**config.mk**
```make
export PLATFORM = sky130hd
export DESIGN_NAME = storage_ctl
export DESIGN_NICKNAME = d
export VERILOG_FILES = /design/src/rtl/storage_ctl.sv
export SDC_FILE = /design/constraint.sdc
export NUM_CORES = 1
export LEC_CHECK = 0
export CORE_ASPECT_RATIO = 1.75
export CORE_MARGIN = 4
export CORE_UTILIZATION = 34
export CTS_BUF_LIST = sky130_fd_sc_hd__clkbuf_8
export CTS_CLUSTER_DIAMETER = 30
export CTS_CLUSTER_SIZE = 8
export DETAILED_ROUTE_END_ITERATION = 7
export PLACE_DENSITY = 0.57
export SLEW_MARGIN = 20
export SYNTH_ARGS = -nofsm -noshare
export SYNTH_HDL_FRONTEND = slang
export SYNTH_SLANG_ARGS = --single-unit
```
**constraint.sdc**
```tcl
create_clock -name clk -period 7.65 [get_ports clk]
set_input_delay 1.53 -clock clk [delete_from_list [all_inputs] [get_ports clk]]
set_output_delay 1.53 -clock clk [all_outputs]
set_load 0.1 [all_outputs]
```
**src/rtl/storage_ctl.sv**
```systemverilog
// rtl/storage_ctl.sv - SD-card audio loader into 16-bit RAM with playback read arbitration
// storage_ctl: pairs bytes from 512-byte SD sector reads into little-endian words,
//   queues them and writes them to RAM from word 0 upward, announces the slot
//   start addresses on completion, and serves playback reads in between.
// Ports:
//   clk, reset (async, active-low)
//   SD side:        spi_clk, load, sd_ready, sd_address, sd_rd, sd_dout,
//                   sd_byte_available, sd_wr, sd_din, ready_for_next_byte
//   samplectl side: update, start_a
//   playback side:  play, playback_a, audio_out
//   RAM side:       ram_a, ram_dq_i, ram_dq_o, ram_cen, ram_oen, ram_wen

// storage_ctl_sd: SD sector-read sequencer and byte-to-word packer.
// Ports: clk, reset; spi_clk, load, sd_ready, sd_dout, sd_byte_available in;
//   sd_address, sd_rd, update, start_a, push, push_data ({addr, word}) out.
module storage_ctl_sd #(
  parameter logic [31:0] LOAD_BYTES = 32'd1048576,
  parameter int          NUM_SLOTS  = 4,
  parameter logic [26:0] SLOT_WORDS = 27'd131072
) (
  input  logic        clk,
  input  logic        reset,
  input  logic        spi_clk,
  input  logic        load,
  input  logic        sd_ready,
  input  logic [7:0]  sd_dout,
  input  logic        sd_byte_available,
  output logic [31:0] sd_address,
  output logic        sd_rd,
  output logic        update,
  output logic [26:0] start_a,
  output logic        push,
  output logic [42:0] push_data
);
  typedef enum logic [2:0] {
    IDLE        = 3'd0,
    SD_START    = 3'd1,
    SD_LISTEN   = 3'd2,
    SD_REC      = 3'd3,
    SD_FINISH_1 = 3'd4,
    SD_FINISH_2 = 3'd5,
    SD_DONE     = 3'd6
  } sd_state_e;

  localparam int SW = (NUM_SLOTS > 1) ? $clog2(NUM_SLOTS) : 1;

  sd_state_e     state, state_d;
  logic          spi_prev_q;
  logic [31:0]   sd_address_q, sd_address_d;
  logic          sd_rd_q, sd_rd_d;
  logic [9:0]    byte_cnt_q, byte_cnt_d;
  logic [7:0]    low_byte_q, low_byte_d;
  logic [26:0]   word_ptr_q, word_ptr_d;
  logic          update_q, update_d;
  logic [26:0]   start_a_q, start_a_d;
  logic [SW-1:0] slot_cnt_q, slot_cnt_d;
  logic          push_q, push_d;
  logic [42:0]   push_data_q, push_data_d;
  logic          spi_edge;
  logic [31:0]   next_addr;

  // spi_clk is slow relative to clk; only a 0->1 change between samples counts.
  assign spi_edge  = spi_clk && !spi_prev_q;
  assign next_addr = sd_address_q + 32'd512;

  always_ff @(posedge clk or negedge reset) begin
    if (!reset) begin
      state        <= IDLE;
      spi_prev_q   <= 1'b0;
      sd_address_q <= '0;
      sd_rd_q      <= 1'b0;
      byte_cnt_q   <= '0;
      low_byte_q   <= '0;
      word_ptr_q   <= '0;
      update_q     <= 1'b0;
      start_a_q    <= '0;
      slot_cnt_q   <= '0;
      push_q       <= 1'b0;
      push_data_q  <= '0;
    end else begin
      state        <= state_d;
      spi_prev_q   <= spi_clk;
      sd_address_q <= sd_address_d;
      sd_rd_q      <= sd_rd_d;
      byte_cnt_q   <= byte_cnt_d;
      low_byte_q   <= low_byte_d;
      word_ptr_q   <= word_ptr_d;
      update_q     <= update_d;
      start_a_q    <= start_a_d;
      slot_cnt_q   <= slot_cnt_d;
      push_q       <= push_d;
      push_data_q  <= push_data_d;
    end
  end

  always_comb begin
    state_d      = state;
    sd_address_d = sd_address_q;
    sd_rd_d      = sd_rd_q;
    byte_cnt_d   = byte_cnt_q;
    low_byte_d   = low_byte_q;
    word_ptr_d   = word_ptr_q;
    update_d     = update_q;
    start_a_d    = start_a_q;
    slot_cnt_d   = slot_cnt_q;
    push_d       = 1'b0;
    push_data_d  = push_data_q;
    case (state)
      IDLE, SD_DONE: begin
        if (load) begin
          state_d      = SD_START;
          sd_address_d = '0;
          byte_cnt_d   = '0;
          word_ptr_d   = '0;
          sd_rd_d      = 1'b0;
          update_d     = 1'b0;
        end else if (update_q) begin
          // Step through slot starts, one per clk, then drop update.
          if (slot_cnt_q == SW'(NUM_SLOTS - 1)) begin
            update_d = 1'b0;
          end else begin
            slot_cnt_d = slot_cnt_q + SW'(1);
            start_a_d  = start_a_q + SLOT_WORDS;
          end
        end
      end
      SD_START: begin
        if (spi_edge && sd_ready) begin
          sd_rd_d = 1'b1;
          state_d = SD_REC;
        end
      end
      SD_REC: begin
        if (!sd_ready) sd_rd_d = 1'b0;
        if (spi_edge && sd_byte_available) begin
          byte_cnt_d = byte_cnt_q + 10'd1;
          // Sector length is even, so the per-sector count also gives byte parity.
          if (byte_cnt_q[0]) begin
            push_d      = 1'b1;
            push_data_d = {word_ptr_q, sd_dout, low_byte_q};
            word_ptr_d  = word_ptr_q + 27'd1;
          end else begin
            low_byte_d = sd_dout;
          end
          state_d = SD_LISTEN;
        end
      end
      SD_LISTEN: begin
        if (!sd_ready) sd_rd_d = 1'b0;
        if (spi_edge && !sd_byte_available) begin
          state_d = (byte_cnt_q == 10'd512) ? SD_FINISH_1 : SD_REC;
        end
      end
      SD_FINISH_1: begin
        sd_rd_d = 1'b0;
        if (spi_edge) state_d = SD_FINISH_2;
      end
      SD_FINISH_2: begin
        sd_address_d = next_addr;
        byte_cnt_d   = '0;
        if (next_addr >= LOAD_BYTES) begin
          state_d    = SD_DONE;
          update_d   = 1'b1;
          start_a_d  = '0;
          slot_cnt_d = '0;
        end else begin
          state_d = SD_START;
        end
      end
      default: state_d = IDLE;
    endcase
  end

  assign sd_address = sd_address_q;
  assign sd_rd      = sd_rd_q;
  assign update     = update_q;
  assign start_a    = start_a_q;
  assign push       = push_q;
  assign push_data  = push_data_q;
endmodule

// storage_ctl_fifo: RAM write-request queue; pushes into a full queue are dropped.
// Ports: clk, reset; push, push_data, pop in; pop_data (head), empty, full, count out.
module storage_ctl_fifo #(
  parameter int DEPTH = 16,
  parameter int WIDTH = 43,
  parameter int CW    = $clog2(DEPTH + 1)
) (
  input  logic             clk,
  input  logic             reset,
  input  logic             push,
  input  logic [WIDTH-1:0] push_data,
  input  logic             pop,
  output logic [WIDTH-1:0] pop_data,
  output logic             empty,
  output logic             full,
  output logic [CW-1:0]    count
);
  localparam int AW = (DEPTH > 1) ? $clog2(DEPTH) : 1;

  logic [WIDTH-1:0] mem_q [DEPTH];
  logic [AW-1:0]    wr_ptr_q, wr_ptr_d, rd_ptr_q, rd_ptr_d;
  logic [CW-1:0]    count_q, count_d;
  logic             do_push, do_pop;

  function automatic logic [AW-1:0] ptr_inc(input logic [AW-1:0] p);
    return (p == AW'(DEPTH - 1)) ? '0 : p + AW'(1);
  endfunction

  assign empty   = (count_q == '0);
  assign full    = (count_q == CW'(DEPTH));
  assign do_push = push && !full;
  assign do_pop  = pop && !empty;

  always_comb begin
    wr_ptr_d = do_push ? ptr_inc(wr_ptr_q) : wr_ptr_q;
    rd_ptr_d = do_pop ? ptr_inc(rd_ptr_q) : rd_ptr_q;
    count_d  = count_q;
    if (do_push && !do_pop) count_d = count_q + CW'(1);
    if (do_pop && !do_push) count_d = count_q - CW'(1);
  end

  always_ff @(posedge clk or negedge reset) begin
    if (!reset) begin
      wr_ptr_q <= '0;
      rd_ptr_q <= '0;
      count_q  <= '0;
    end else begin
      wr_ptr_q <= wr_ptr_d;
      rd_ptr_q <= rd_ptr_d;
      count_q  <= count_d;
    end
  end

  // Storage needs no reset; the pointers define what is valid.
  always_ff @(posedge clk) begin
    if (do_push) mem_q[wr_ptr_q] <= push_data;
  end

  assign pop_data = mem_q[rd_ptr_q];
  assign count    = count_q;
endmodule

// storage_ctl_arbiter: single-port RAM sequencer for playback reads and queued writes.
// Ports: clk, reset; play, playback_a, fifo_empty, fifo_count, fifo_head, ram_dq_o in;
//   fifo_pop, ram_a, ram_dq_i, ram_cen, ram_oen, ram_wen, audio_out out.
module storage_ctl_arbiter #(
  parameter int DEPTH     = 16,
  parameter int WR_CYCLES = 2,
  parameter int RD_CYCLES = 2,
  parameter int CW        = $clog2(DEPTH + 1)
) (
  input  logic          clk,
  input  logic          reset,
  input  logic          play,
  input  logic [26:0]   playback_a,
  input  logic          fifo_empty,
  input  logic [CW-1:0] fifo_count,
  input  logic [42:0]   fifo_head,
  input  logic [15:0]   ram_dq_o,
  output logic          fifo_pop,
  output logic [26:0]   ram_a,
  output logic [15:0]   ram_dq_i,
  output logic          ram_cen,
  output logic          ram_oen,
  output logic          ram_wen,
  output logic [15:0]   audio_out
);
  localparam int MAXC = (WR_CYCLES > RD_CYCLES) ? WR_CYCLES : RD_CYCLES;
  localparam int NW   = $clog2(MAXC + 1);

  typedef enum logic [1:0] {OP_IDLE, OP_READ, OP_WRITE} op_e;

  op_e          op_q, op_d;
  logic [NW-1:0] cnt_q, cnt_d;
  logic [26:0]  ram_a_q, ram_a_d;
  logic [15:0]  ram_dq_i_q, ram_dq_i_d;
  logic         cen_q, cen_d, oen_q, oen_d, wen_q, wen_d;
  logic [15:0]  audio_q, audio_d;
  logic         write_urgent;

  // A nearly full queue takes the RAM ahead of playback so no word is lost.
  assign write_urgent = !fifo_empty && (fifo_count >= CW'(DEPTH - 2));

  always_ff @(posedge clk or negedge reset) begin
    if (!reset) begin
      op_q       <= OP_IDLE;
      cnt_q      <= '0;
      ram_a_q    <= '0;
      ram_dq_i_q <= '0;
      cen_q      <= 1'b1;
      oen_q      <= 1'b1;
      wen_q      <= 1'b1;
      audio_q    <= '0;
    end else begin
      op_q       <= op_d;
      cnt_q      <= cnt_d;
      ram_a_q    <= ram_a_d;
      ram_dq_i_q <= ram_dq_i_d;
      cen_q      <= cen_d;
      oen_q      <= oen_d;
      wen_q      <= wen_d;
      audio_q    <= audio_d;
    end
  end

  always_comb begin
    op_d       = op_q;
    cnt_d      = cnt_q;
    ram_a_d    = ram_a_q;
    ram_dq_i_d = ram_dq_i_q;
    cen_d      = cen_q;
    oen_d      = oen_q;
    wen_d      = wen_q;
    audio_d    = audio_q;
    fifo_pop   = 1'b0;
    case (op_q)
      OP_IDLE: begin
        if (play && !write_urgent) begin
          op_d    = OP_READ;
          cnt_d   = '0;
          ram_a_d = playback_a;
          cen_d   = 1'b0;
          oen_d   = 1'b0;
          wen_d   = 1'b1;
        end else if (!fifo_empty) begin
          op_d       = OP_WRITE;
          cnt_d      = '0;
          fifo_pop   = 1'b1;
          ram_a_d    = fifo_head[42:16];
          ram_dq_i_d = fifo_head[15:0];
          cen_d      = 1'b0;
          oen_d      = 1'b1;
          wen_d      = 1'b0;
        end
      end
      OP_READ: begin
        if (cnt_q == NW'(RD_CYCLES - 1)) begin
          audio_d = ram_dq_o;
          op_d    = OP_IDLE;
          cen_d   = 1'b1;
          oen_d   = 1'b1;
        end else begin
          cnt_d = cnt_q + NW'(1);
        end
      end
      OP_WRITE: begin
        if (cnt_q == NW'(WR_CYCLES - 1)) begin
          op_d  = OP_IDLE;
          cen_d = 1'b1;
          wen_d = 1'b1;
        end else begin
          cnt_d = cnt_q + NW'(1);
        end
      end
      default: begin
        op_d  = OP_IDLE;
        cen_d = 1'b1;
        oen_d = 1'b1;
        wen_d = 1'b1;
      end
    endcase
  end

  assign ram_a     = ram_a_q;
  assign ram_dq_i  = ram_dq_i_q;
  assign ram_cen   = cen_q;
  assign ram_oen   = oen_q;
  assign ram_wen   = wen_q;
  assign audio_out = audio_q;
endmodule

module storage_ctl #(
  parameter logic [31:0] LOAD_BYTES = 32'd1048576,
  parameter int          NUM_SLOTS  = 4,
  parameter logic [26:0] SLOT_WORDS = 27'd131072,
  parameter int          FIFO_DEPTH = 16,
  parameter int          WR_CYCLES  = 2,
  parameter int          RD_CYCLES  = 2
) (
  input  logic        clk,
  input  logic        reset,
  input  logic        spi_clk,
  input  logic        load,
  input  logic        sd_ready,
  output logic [31:0] sd_address,
  output logic        sd_rd,
  input  logic [7:0]  sd_dout,
  input  logic        sd_byte_available,
  output logic        sd_wr,
  output logic [7:0]  sd_din,
  input  logic        ready_for_next_byte,
  output logic        update,
  output logic [26:0] start_a,
  input  logic        play,
  input  logic [26:0] playback_a,
  output logic [26:0] ram_a,
  output logic [15:0] ram_dq_i,
  input  logic [15:0] ram_dq_o,
  output logic        ram_cen,
  output logic        ram_oen,
  output logic        ram_wen,
  output logic [15:0] audio_out
);
  localparam int CW = $clog2(FIFO_DEPTH + 1);

  logic          push, pop, fifo_empty, fifo_full;
  logic [42:0]   push_data, fifo_head;
  logic [CW-1:0] fifo_count;
  logic          unused_ok;

  assign sd_wr     = 1'b0;
  assign sd_din    = 8'd0;
  assign unused_ok = ready_for_next_byte | fifo_full;

  storage_ctl_sd #(
    .LOAD_BYTES (LOAD_BYTES),
    .NUM_SLOTS  (NUM_SLOTS),
    .SLOT_WORDS (SLOT_WORDS)
  ) sd_i (
    .clk               (clk),
    .reset             (reset),
    .spi_clk           (spi_clk),
    .load              (load),
    .sd_ready          (sd_ready),
    .sd_dout           (sd_dout),
    .sd_byte_available (sd_byte_available),
    .sd_address        (sd_address),
    .sd_rd             (sd_rd),
    .update            (update),
    .start_a           (start_a),
    .push              (push),
    .push_data         (push_data)
  );

  storage_ctl_fifo #(
    .DEPTH (FIFO_DEPTH),
    .WIDTH (43),
    .CW    (CW)
  ) fifo_req (
    .clk       (clk),
    .reset     (reset),
    .push      (push),
    .push_data (push_data),
    .pop       (pop),
    .pop_data  (fifo_head),
    .empty     (fifo_empty),
    .full      (fifo_full),
    .count     (fifo_count)
  );

  storage_ctl_arbiter #(
    .DEPTH     (FIFO_DEPTH),
    .WR_CYCLES (WR_CYCLES),
    .RD_CYCLES (RD_CYCLES),
    .CW        (CW)
  ) arbiter (
    .clk        (clk),
    .reset      (reset),
    .play       (play),
    .playback_a (playback_a),
    .fifo_empty (fifo_empty),
    .fifo_count (fifo_count),
    .fifo_head  (fifo_head),
    .ram_dq_o   (ram_dq_o),
    .fifo_pop   (pop),
    .ram_a      (ram_a),
    .ram_dq_i   (ram_dq_i),
    .ram_cen    (ram_cen),
    .ram_oen    (ram_oen),
    .ram_wen    (ram_wen),
    .audio_out  (audio_out)
  );
endmodule

```
Word-level counts from Yosys, hierarchy flattened. Memories as Yosys holds them, arrays and structs flattened. Index checks and enable logic that the tools add are counted.

Register bits after elaboration: 235. Memory bits (writable): 688. Input port bits: 59. Logic and storage cells: 184. Memories: 1.

Add/sub/neg operators: 10. $lt $le $gt $ge: 2. Equality and inequality tests: 31. Muxes and demuxes: 67. Bitwise operators: 5. Reductions and logical operators: 45.

Memory list: fifo_req.mem_q (words 16, width 43, rd ports 1, clocked after memory_dff 0, wr ports 1, RTL line 201) `logic [WIDTH-1:0] mem_q [DEPTH];`.

Operator list (count): 27-bit 2-to-1 mux (9); 27-bit one-hot mux with 2 select lines (2); 32-bit one-hot mux with 2 select lines (1); 32-bit by 10-bit adder with 32-bit output, second input constant (1); 32-bit by 21-bit greater-or-equal comparator with 1-bit output, second input constant (1); 32-bit 2-to-1 mux (1); 10-bit one-hot mux with 3 select lines (1); 27-bit by 1-bit adder with 27-bit output, second input constant (1); 27-bit by 18-bit adder with 27-bit output, second input constant (1); 1-bit 2-to-1 mux (21); 3-bit 2-to-1 mux (7); 3-bit AND reduction (7); 10-bit 2-to-1 mux (2); 2-bit 2-to-1 mux (10); 2-bit by 1-bit != test with 1-bit output, second input constant (10); 3-bit one-hot mux with 6 select lines (1); 2-bit != test, second input constant (6); 2-bit one-hot mux with 2 select lines (3); 10-bit by 1-bit adder with 10-bit output, second input constant (1); 10-bit equality test, second input constant (1); 1-bit logical AND (10); 5-bit 2-to-1 mux (2); 2-bit AND reduction (5); 5-bit AND reduction (2); 27 further kinds (54).

Longest topological paths before layout. Gate-level depths: netlist of run 1.

Depth in word-level cells: 12. Gate-level depth with buffers: 15. Depth with buffers taken out: 13.

Modules after synthesis. A second synthesis of run 1 with hierarchy kept.

Cells, all modules: 2155. Area total of the unflattened synthesis: 36208.5 µm².

By module, submodules not included: storage_ctl_fifo (times used 1, cells each 1159, area each 26581.7 µm²); storage_ctl_sd (times used 1, cells each 707, area each 6374.9 µm²); storage_ctl_arbiter (times used 1, cells each 279, area each 3180.6 µm²); storage_ctl (times used 1, cells each 10, area each 71.3 µm²).

Least setup slack after synthesis of run 1. OpenSTA, ideal clock, no wires.

Path type: register to register. Start: reg fifo_req.count_q[1], in the netlist fifo_req.count[1]. End: mem fifo_req.mem_q[3][0], enable pin. Library setup time: 496 ps. Arrival time: 4064 ps. Data required time: 7154 ps. Path slack: 3090 ps. Stages on the path, launching flop included: 5. Buffers on the path: 0. Cell sequence: dfrtp_1 > nor4_1 > a21boi_1 > nand2_1 > nor3_1.

Longest elaborated chain between the ends: 5.

Ends and longest elaborated chain: start: declaration (RTL line 203) `logic [CW-1:0] count_q, count_d;`; start signal: assignment (RTL line 231) `count_q <= count_d;`; 5-bit equality test (RTL line 211) `assign full = (count_q == CW'(DEPTH));`; 1-bit zero test (RTL line 212) `assign do_push = push && !full;`; 1-bit logical AND (RTL line 212); 1-bit 2-to-1 mux (RTL line 237) `if (do_push) mem_q[wr_ptr_q] <= push_data;`; 1-bit 2-to-1 mux (not written as such) (RTL line 237); end: declaration (RTL line 201).

Every way passes these cells.

Worst setup path in the final report of run 1.
Start: in play. End: reg fifo_req.count_q[4], in the netlist fifo_req.count[4].

Longest elaborated chain between the ends: 7. Elaborated cells between the ends (all ways): 9.

Ends and longest elaborated chain: start: declaration (RTL line 395) `input logic play,`; 1-bit logical AND (*) (RTL line 319) `if (play && !write_urgent) begin`; 1-bit 2-to-1 mux (*) (RTL line 319); 1-bit 2-to-1 mux (*) (RTL line 317) `case (op_q)`; 1-bit logical AND (*) (RTL line 213) `assign do_pop = pop && !empty;`; 1-bit zero test (RTL line 219) `if (do_push && !do_pop) count_d = count_q + CW'(1);`; 1-bit logical AND (RTL line 219); 2-bit nonzero test (no line).

Every way passes the cells marked *; elsewhere a longest branch is shown, timed or not. A chain may end at the register's enable or synchronous reset.

==> results of run 1 <==
worst max path at each step:
| stage | to | slack (ns) | depth (start not counted) | startpoint |
|---|---|---|---|---|
| floorplan | fifo_req.mem_q[3][0] | 3.09 | 4 | fifo_req.count[1] |
| global placement | fifo_req.count[4] | 2.25 | 15 | play |
| detailed placement | fifo_req.count[4] | 2.20 | 15 | play |
| CTS | fifo_req.count[4] | 3.14 | 15 | play |
| global route | fifo_req.count[4] | 2.81 | 15 | play |
| finish | fifo_req.count[4] | 3.10 | 15 | play |
tightest hold or removal path: stages (launching register included):
cell,delay [ns]
dfrtp_1,0.34
nand2_1,0.05
nand2_1,0.05
cells by family after synthesis:
| group | synth area share (%) |
|---|---|
| AOI/OAI and AO/OA | 2.63 |
| other | 0.0104 |
| DFF | 72.0 |
| buffers and inverters | 2.13 |
| xor gates and xnor gates | 1.29 |
| and+or+nand+nor | 5.90 |
| muxes | 15.3 |
| adders and majority gates | 0.772 |
layout make-up:
type | count | area share, %
Sequential cell | 897 | 61.6
Multi-Input combinational cell | 1014 | 22.7
Tap cell | 1351 | 4.02
Clock buffer | 163 | 5.33
Timing Repair Buffer | 189 | 4.42
Antenna cell | 1 | 0.00595
Inverter | 25 | 0.223
Clock inverter | 102 | 1.75
power by group through the flow:
stage / Sequential (mW) / Clock (mW) / Combinational [mW]
after global placement: 6.03 / 0 / 4.27
after global routing: 6.01 / 4.60 / 4.52
after detailed placement: 6.06 / 0 / 4.32
after CTS: 5.96 / 4.38 / 4.32
after floorplan: 7.02 / 0 / 2.21
final: 5.95 / 4.22 / 4.24
layout by cell type (no fill, tap or decap), types with 12 or more instances in the layout:
cell type,instances
xor2_1,15
nand3_1,27
clkdlybuf4s50_1,153
mux2_2,32
dfrtp_1,202
nand2_1,248
inv_1,83
clkbuf_8,163
buf_4,31
a21oi_1,30
xnor2_1,38
nand4_1,23
mux2i_1,29
nor2_4,12
edfxtp_1,688
mux4_2,215
nor4_1,13
and3_1,13
nor2_1,67
conb_1,35
nor3_1,15
ha_1,19
o21ai_0,84
routing by layer:
layer | part of all wire [%] | vias to the layer above
met1 | 39 | 10096
met5 | 0.038 | -
li1 | - | 8375
met3 | 5.9 | 150
met2 | 53 | 543
met4 | 2.2 | 4
state kept, by name (all words and copies together), names as in the netlist:
name / flops
sd_i.start_a: 10
sd_i.spi_prev_q: 1
fifo_req.rd_ptr_q: 4
sd_i.sd_address: 23
arbiter.ram_a: 27
arbiter.cnt_q: 2
sd_i.push_data: 43
sd_i.state: 3
sd_i.sd_rd: 1
sd_i.word_ptr_q: 27
arbiter.ram_cen: 1
arbiter.op_q: 2
arbiter.ram_oen: 1
arbiter.audio_out: 16
arbiter.ram_wen: 1
sd_i.push: 1
sd_i.slot_cnt_q: 2
arbiter.ram_dq_i: 16
fifo_req.mem_q: 688
sd_i.byte_cnt_q: 10
sd_i.update: 1
fifo_req.count: 5
sd_i.low_byte_q: 8
fifo_req.wr_ptr_q: 4
==> reports/results.ini, run 1 <==
[setup_path]
path_cells = clkdlybuf4s50_1 > nand3b_1 > buf_4 > nand3_1 > buf_4 > inv_1 > ha_1 > inv_1 > fa_1 > inv_1 > a21o_1 > a21oi_1 > xnor2_1 > nor2_1 > xor2_1
r2r_cells = 15
slowest_stage = inv_1
startpoint_type = input pin
end_kind = flip-flop
path_common_cell = inv_1
cp_data_arrival_time_ns = 5.31
r2r_start = fifo_req.count[1]
cp_max_fo = 32
worstSetupPathType = input pin to flip-flop
regToRegSetupSlack_ns = 3.83
crit_buf_inv = 6
slowest_delay_ns = 0.61
r2r-end = fifo_req.count[4]
required_ns = 8.41
cp_top_family = buffers and inverters

[placement]
place_inst = 3476
dpl_cell_area_um2 = 39100
portBuffers = 154
gp_congestion = 0.815
place_ws_ns = 2.20
dpl.hpwl_mm = 44.8

[synth]
synthTopCellsByArea = edfxtp_1 57%, dfrtp_1 14%, mux4_2 13%
synth-main-ff-cell = edfxtp_1
synth-seq-cells = 897
synth_area_um2 = 36000
syn-instance-count = 2041
ys_top_cells_by_count = 688 x edfxtp_1, 248 x nand2_1, 215 x mux4_2, 206 x dfrtp_1, 84 x o21ai_0
ys_types = 68
yosysTopAreaCellShare_pct = 57.4
avgSynthCellArea_um2 = 17.6
yosysSeqAreaShare_pct = 72.0
synth_edf_count = 688
yosysWarnings = 0
yosysTopAreaCell = edfxtp_1
ys_async_sr_fraction_pct = 23.3
yosysMostFrequentCell = edfxtp_1

[global_route]
gr-total-overflow = 0
use_met1_pct = 18.4
grt.busiest_layer = met2
grt_use_met3_pct = 4.02
grtUsageMet2_pct = 27.1
grt_pass1_vias = 20562
grt_max_degree = 146
grt_usage_pct = 15.3
grt_pass1_wl_mm = 128
antenna_found_initial = 5

[cts]
cts_setup_buffers = 0
clockBufferDepth = 3
cts_max_level = 4
cts-buffers-inserted = 150
cts_tree = done
clk_latency_ns = 0.84
hold_buffers = 0
clk_pin_slew_ns = 0.06
post_cts_resized = 0
cts_root_buffer = clkbuf_8
clock-sinks = 897

[drt]
viasPerCell = 5.12
ant_nets = 0
post_drt_wl_per_cell_um = 22.6
drtPass1Iterations = 6
dr_total_vias = 19168
drt_wl_total_mm = 84.5
route.detailed.drc = 0
drt_first_iter_violations = 1467

[layout]
fin_util_pct = 40.1
layout.nets = 2357
drive_above_1_share_pct = 21.8
finalInstanceArea_um2 = 42100
register_area_um2 = 25900
fillers = 9497
final_cell_count_no_fill = 3742
multiInputGateArea_um2 = 9560
area_growth_pct = 17.0

[timing]
finalHoldViolCount = 0
drv_slew = 0
post-route-period-util_pct = 59.5
setup_viol = 0
slew_headroom_pct = 23.6
period_needed_ns = 4.55
fmax_mhz = 220
worst_pin_slew_ns = 1.14
layout_setup_ws_ns = 3.10
whs_ns = 0.469
grt_setup_unrepaired = no
finalSetupTns_ns = 0
skew_ns = 0.0554

[power_and_ir_drop]
p_seq_share_pct = 41.3
clkPwrFrac_pct = 29.3
power.total_mw = 14.4
p_switching_mw = 4.98
ir_worst_vdd_v = 0.000198
p_comb_share_pct = 29.4
p_sw_share_pct = 34.6
p_int_mw = 9.43
p_leak_nw = 14.7
powerDensity_nw_per_um2 = 342

[min_path]
holdPathEnd = sd_i.push_data[7]
min_path_cells = 2
hp-start = sd_i.low_byte_q[7]
min_path_type = flip-flop to flip-flop

[status]
outcome = finished, final reports clean

[floorplan]
start_util_pct = 34.3
boundaryPins = 191
fp.dieH_um = 438
core-area_um2 = 105000
die-area_um2 = 111000
num_rows = 157
dieWidth_um = 254

[flow_run]
cap_violations = 0

No activity file was read; power rests on OpenSTA's default activity.
==> inputs of run 2 (changes only) <==
==> constraint.sdc (replaced) <==
create_clock -name clk -period 4.65 [get_ports clk]
set_input_delay 0.93 -clock clk [delete_from_list [all_inputs] [get_ports clk]]
set_output_delay 0.93 -clock clk [all_outputs]
set_load 0.1 [all_outputs]
==> run 2 against run 1 <==
Compared with the run above: critical path depth down 14; die area did not move; register-to-register slack worse by 2.4 ns; clock power grew 65%; global-route usage grew 0.16 points; cell count rose by 0.43%; total power is 65% higher; sequential power up 66%.
==> reports/results.ini, run 2 (synthesized netlist as in run 1, its figures left out) <==
[setup_path]
startpoint_type = flip-flop
path_cells = clkdlybuf4s50_1
required_ns = 3.72  ; -4.69 ns
worstSetupPathType = flip-flop to primary output
cp_data_arrival_time_ns = 2.63  ; -2.68 ns
r2r_start = sd_i.sd_address[9]
cp_max_fo = 13  ; -59%
slowest_delay_ns = 1.22  ; +0.61 ns
r2r_cells = 7  ; -8
cp_num_cells = 1  ; -14
slowest_stage = clkdlybuf4s50_1
end_kind = primary output
crit_buf_inv = 1  ; -5
regToRegSetupSlack_ns = 1.43  ; -2.40 ns
critPathLaunch = sd_i.sd_address[21]
cp_top_family = buffers and inverters
r2r-end = sd_i.state[1]

[layout]
largest_register_ffs = 688  ; unchanged
largest_register = fifo_req.mem_q
final_cell_mix = 688 x edfxtp_1, 248 x nand2_1, 215 x mux4_2, 202 x dfrtp_1, 157 x clkbuf_8
fin_util_pct = 40.3  ; +0.19 points
area_growth_pct = 17.6
multiInputGateArea_um2 = 9560  ; about the same
fillers = 9504  ; +0.074%
final_cell_count_no_fill = 3758  ; +0.43%
final_common_cell = edfxtp_1
drive_above_1_share_pct = 22.1  ; +0.23 points
layout.nets = 2368  ; +0.47%
register_area_um2 = 25900  ; unchanged

[drt]
ant_nets = 0  ; unchanged
route.detailed.drc = 0  ; unchanged
drt_first_iter_violations = 1325  ; -9.7%
dr_total_vias = 19131  ; -0.19%
drt_wl_total_mm = 85.2  ; +0.91%
viasPerCell = 5.09  ; -0.62%
post_drt_wl_per_cell_um = 22.7  ; +0.48%
drtPass1Iterations = 5  ; -1

[cts]
hold_buffers = 0  ; unchanged
cts_setup_buffers = 0  ; unchanged
post_cts_resized = 0  ; unchanged
cts_tree = done
cts_root_buffer = clkbuf_8
cts-buffers-inserted = 151  ; +0.67%
clockBufferDepth = 3  ; unchanged
clk_latency_ns = 0.84  ; about the same
clk_pin_slew_ns = 0.06  ; about the same
cts_max_level = 4  ; unchanged
clock-sinks = 897  ; unchanged

[floorplan]
fp.dieH_um = 438  ; unchanged
num_rows = 157  ; unchanged
die-area_um2 = 111000  ; unchanged
dieWidth_um = 254  ; unchanged
core-area_um2 = 105000  ; unchanged
boundaryPins = 191  ; unchanged
start_util_pct = 34.3  ; unchanged

[placement]
place_inst = 3486  ; +0.29%
gp_congestion = 0.828  ; +1.6%
portBuffers = 154  ; unchanged
dpl.hpwl_mm = 46.8  ; +4.5%

[min_path]
min_path_type = input pin to async pin

[power_and_ir_drop]
p_comb_share_pct = 29.1  ; -0.3 points
clkPwrFrac_pct = 29.3  ; about the same
p_seq_share_pct = 41.6  ; +0.3 points
p_switching_mw = 8.26  ; +66%
p_sw_share_pct = 34.7  ; +0.16 points
p_leak_nw = 14.7  ; +0.43%
powerDensity_nw_per_um2 = 562  ; +64%
p_int_mw = 15.5  ; +65%
ir_worst_vdd_v = 0.000303  ; +53%
power.total_mw = 23.8  ; +65%

[timing]
post-route-period-util_pct = 76.6
whs_ns = 0.154  ; -0.315 ns
slew_headroom_pct = 27.0  ; +3.4 points
finalSetupTns_ns = 0  ; unchanged
worst_pin_slew_ns = 1.09  ; -0.0514 ns
skew_ns = 0.0333  ; -0.0221 ns
grt_setup_unrepaired = no
drv_slew = 0  ; unchanged
finalHoldViolCount = 0  ; unchanged
fmax_mhz = 281
setup_viol = 0  ; unchanged
period_needed_ns = 3.56

[global_route]
grt_max_degree = 87  ; -40%
grt_pass1_wl_mm = 129  ; +1.0%
antenna_found_initial = 2  ; -3
grt_pass1_vias = 20586  ; +0.12%
grt_usage_pct = 15.5  ; +0.16 points
gr-total-overflow = 0  ; unchanged

[flow_run]
cap_violations = 0  ; unchanged

[status]
outcome = finished, final reports clean

==> run 2: cell types whose count changed in the layout (fill, tap and decap cells not counted), moves of 3 or more <==
cell / before / now
clkbuf_8: 163 / 157
buf_12: 4 / 12
inv_6: 4 / 7
inv_1: 83 / 88
clkinv_8: 0 / 3
==> run 2: routing by layer <==
layer	GRT usage, %	share of wire, %	wire, um	vias up
met4	4.95	2.2	1840	0
met3	3.50	5.5	4650	139
li1	-	-	-	8398
met2	27.9	54	45600	565
met1	18.4	39	33100	10029
met5	0	0	0	-
==> run 2: through the flow <==
step	setup slack [ns]	instance area (um2)
3_3_place_gp	1.11	39300
2_1_floorplan	0.0899	36100
3_5_place_dp	0.965	39300
5_1_grt	0.943	42300
6_report	1.09	42300
4_1_cts	1.00	42300
==> run 2: cell type report <==
| cell class | instances | share of cell area (%) |
|---|---|---|
| well taps | 1351 | 4.00 |
| clock inverters | 114 | 2.00 |
| inverters | 25 | 0.222 |
| clock buffers | 157 | 5.11 |
| diodes | 1 | 0.00592 |
| flip-flops and latches | 897 | 61.3 |
| repair buffers | 199 | 4.81 |
| multi-input cells | 1014 | 22.6 |
==> run 2: power by group through the flow <==
stage	Clock [mW]	Combinational (mW)	Sequential, mW
floorplan	0	3.64	11.6
global route	7.58	7.37	10.0
detailed placement	0	7.04	10.1
global placement	0	6.96	10.0
finish	6.97	6.92	9.90
CTS	7.20	7.04	9.93
==> run 2: worst max path at each step <==
stage                                       to  slack [ns]
after floorplan           fifo_req.mem_q[3][0]        0.09
after global placement     sd_i.word_ptr_q[10]        1.11
after detailed placement   sd_i.word_ptr_q[18]        0.96
after CTS                       sd_address[25]        1.00
after global routing            sd_address[21]        0.94
final                           sd_address[21]        1.09
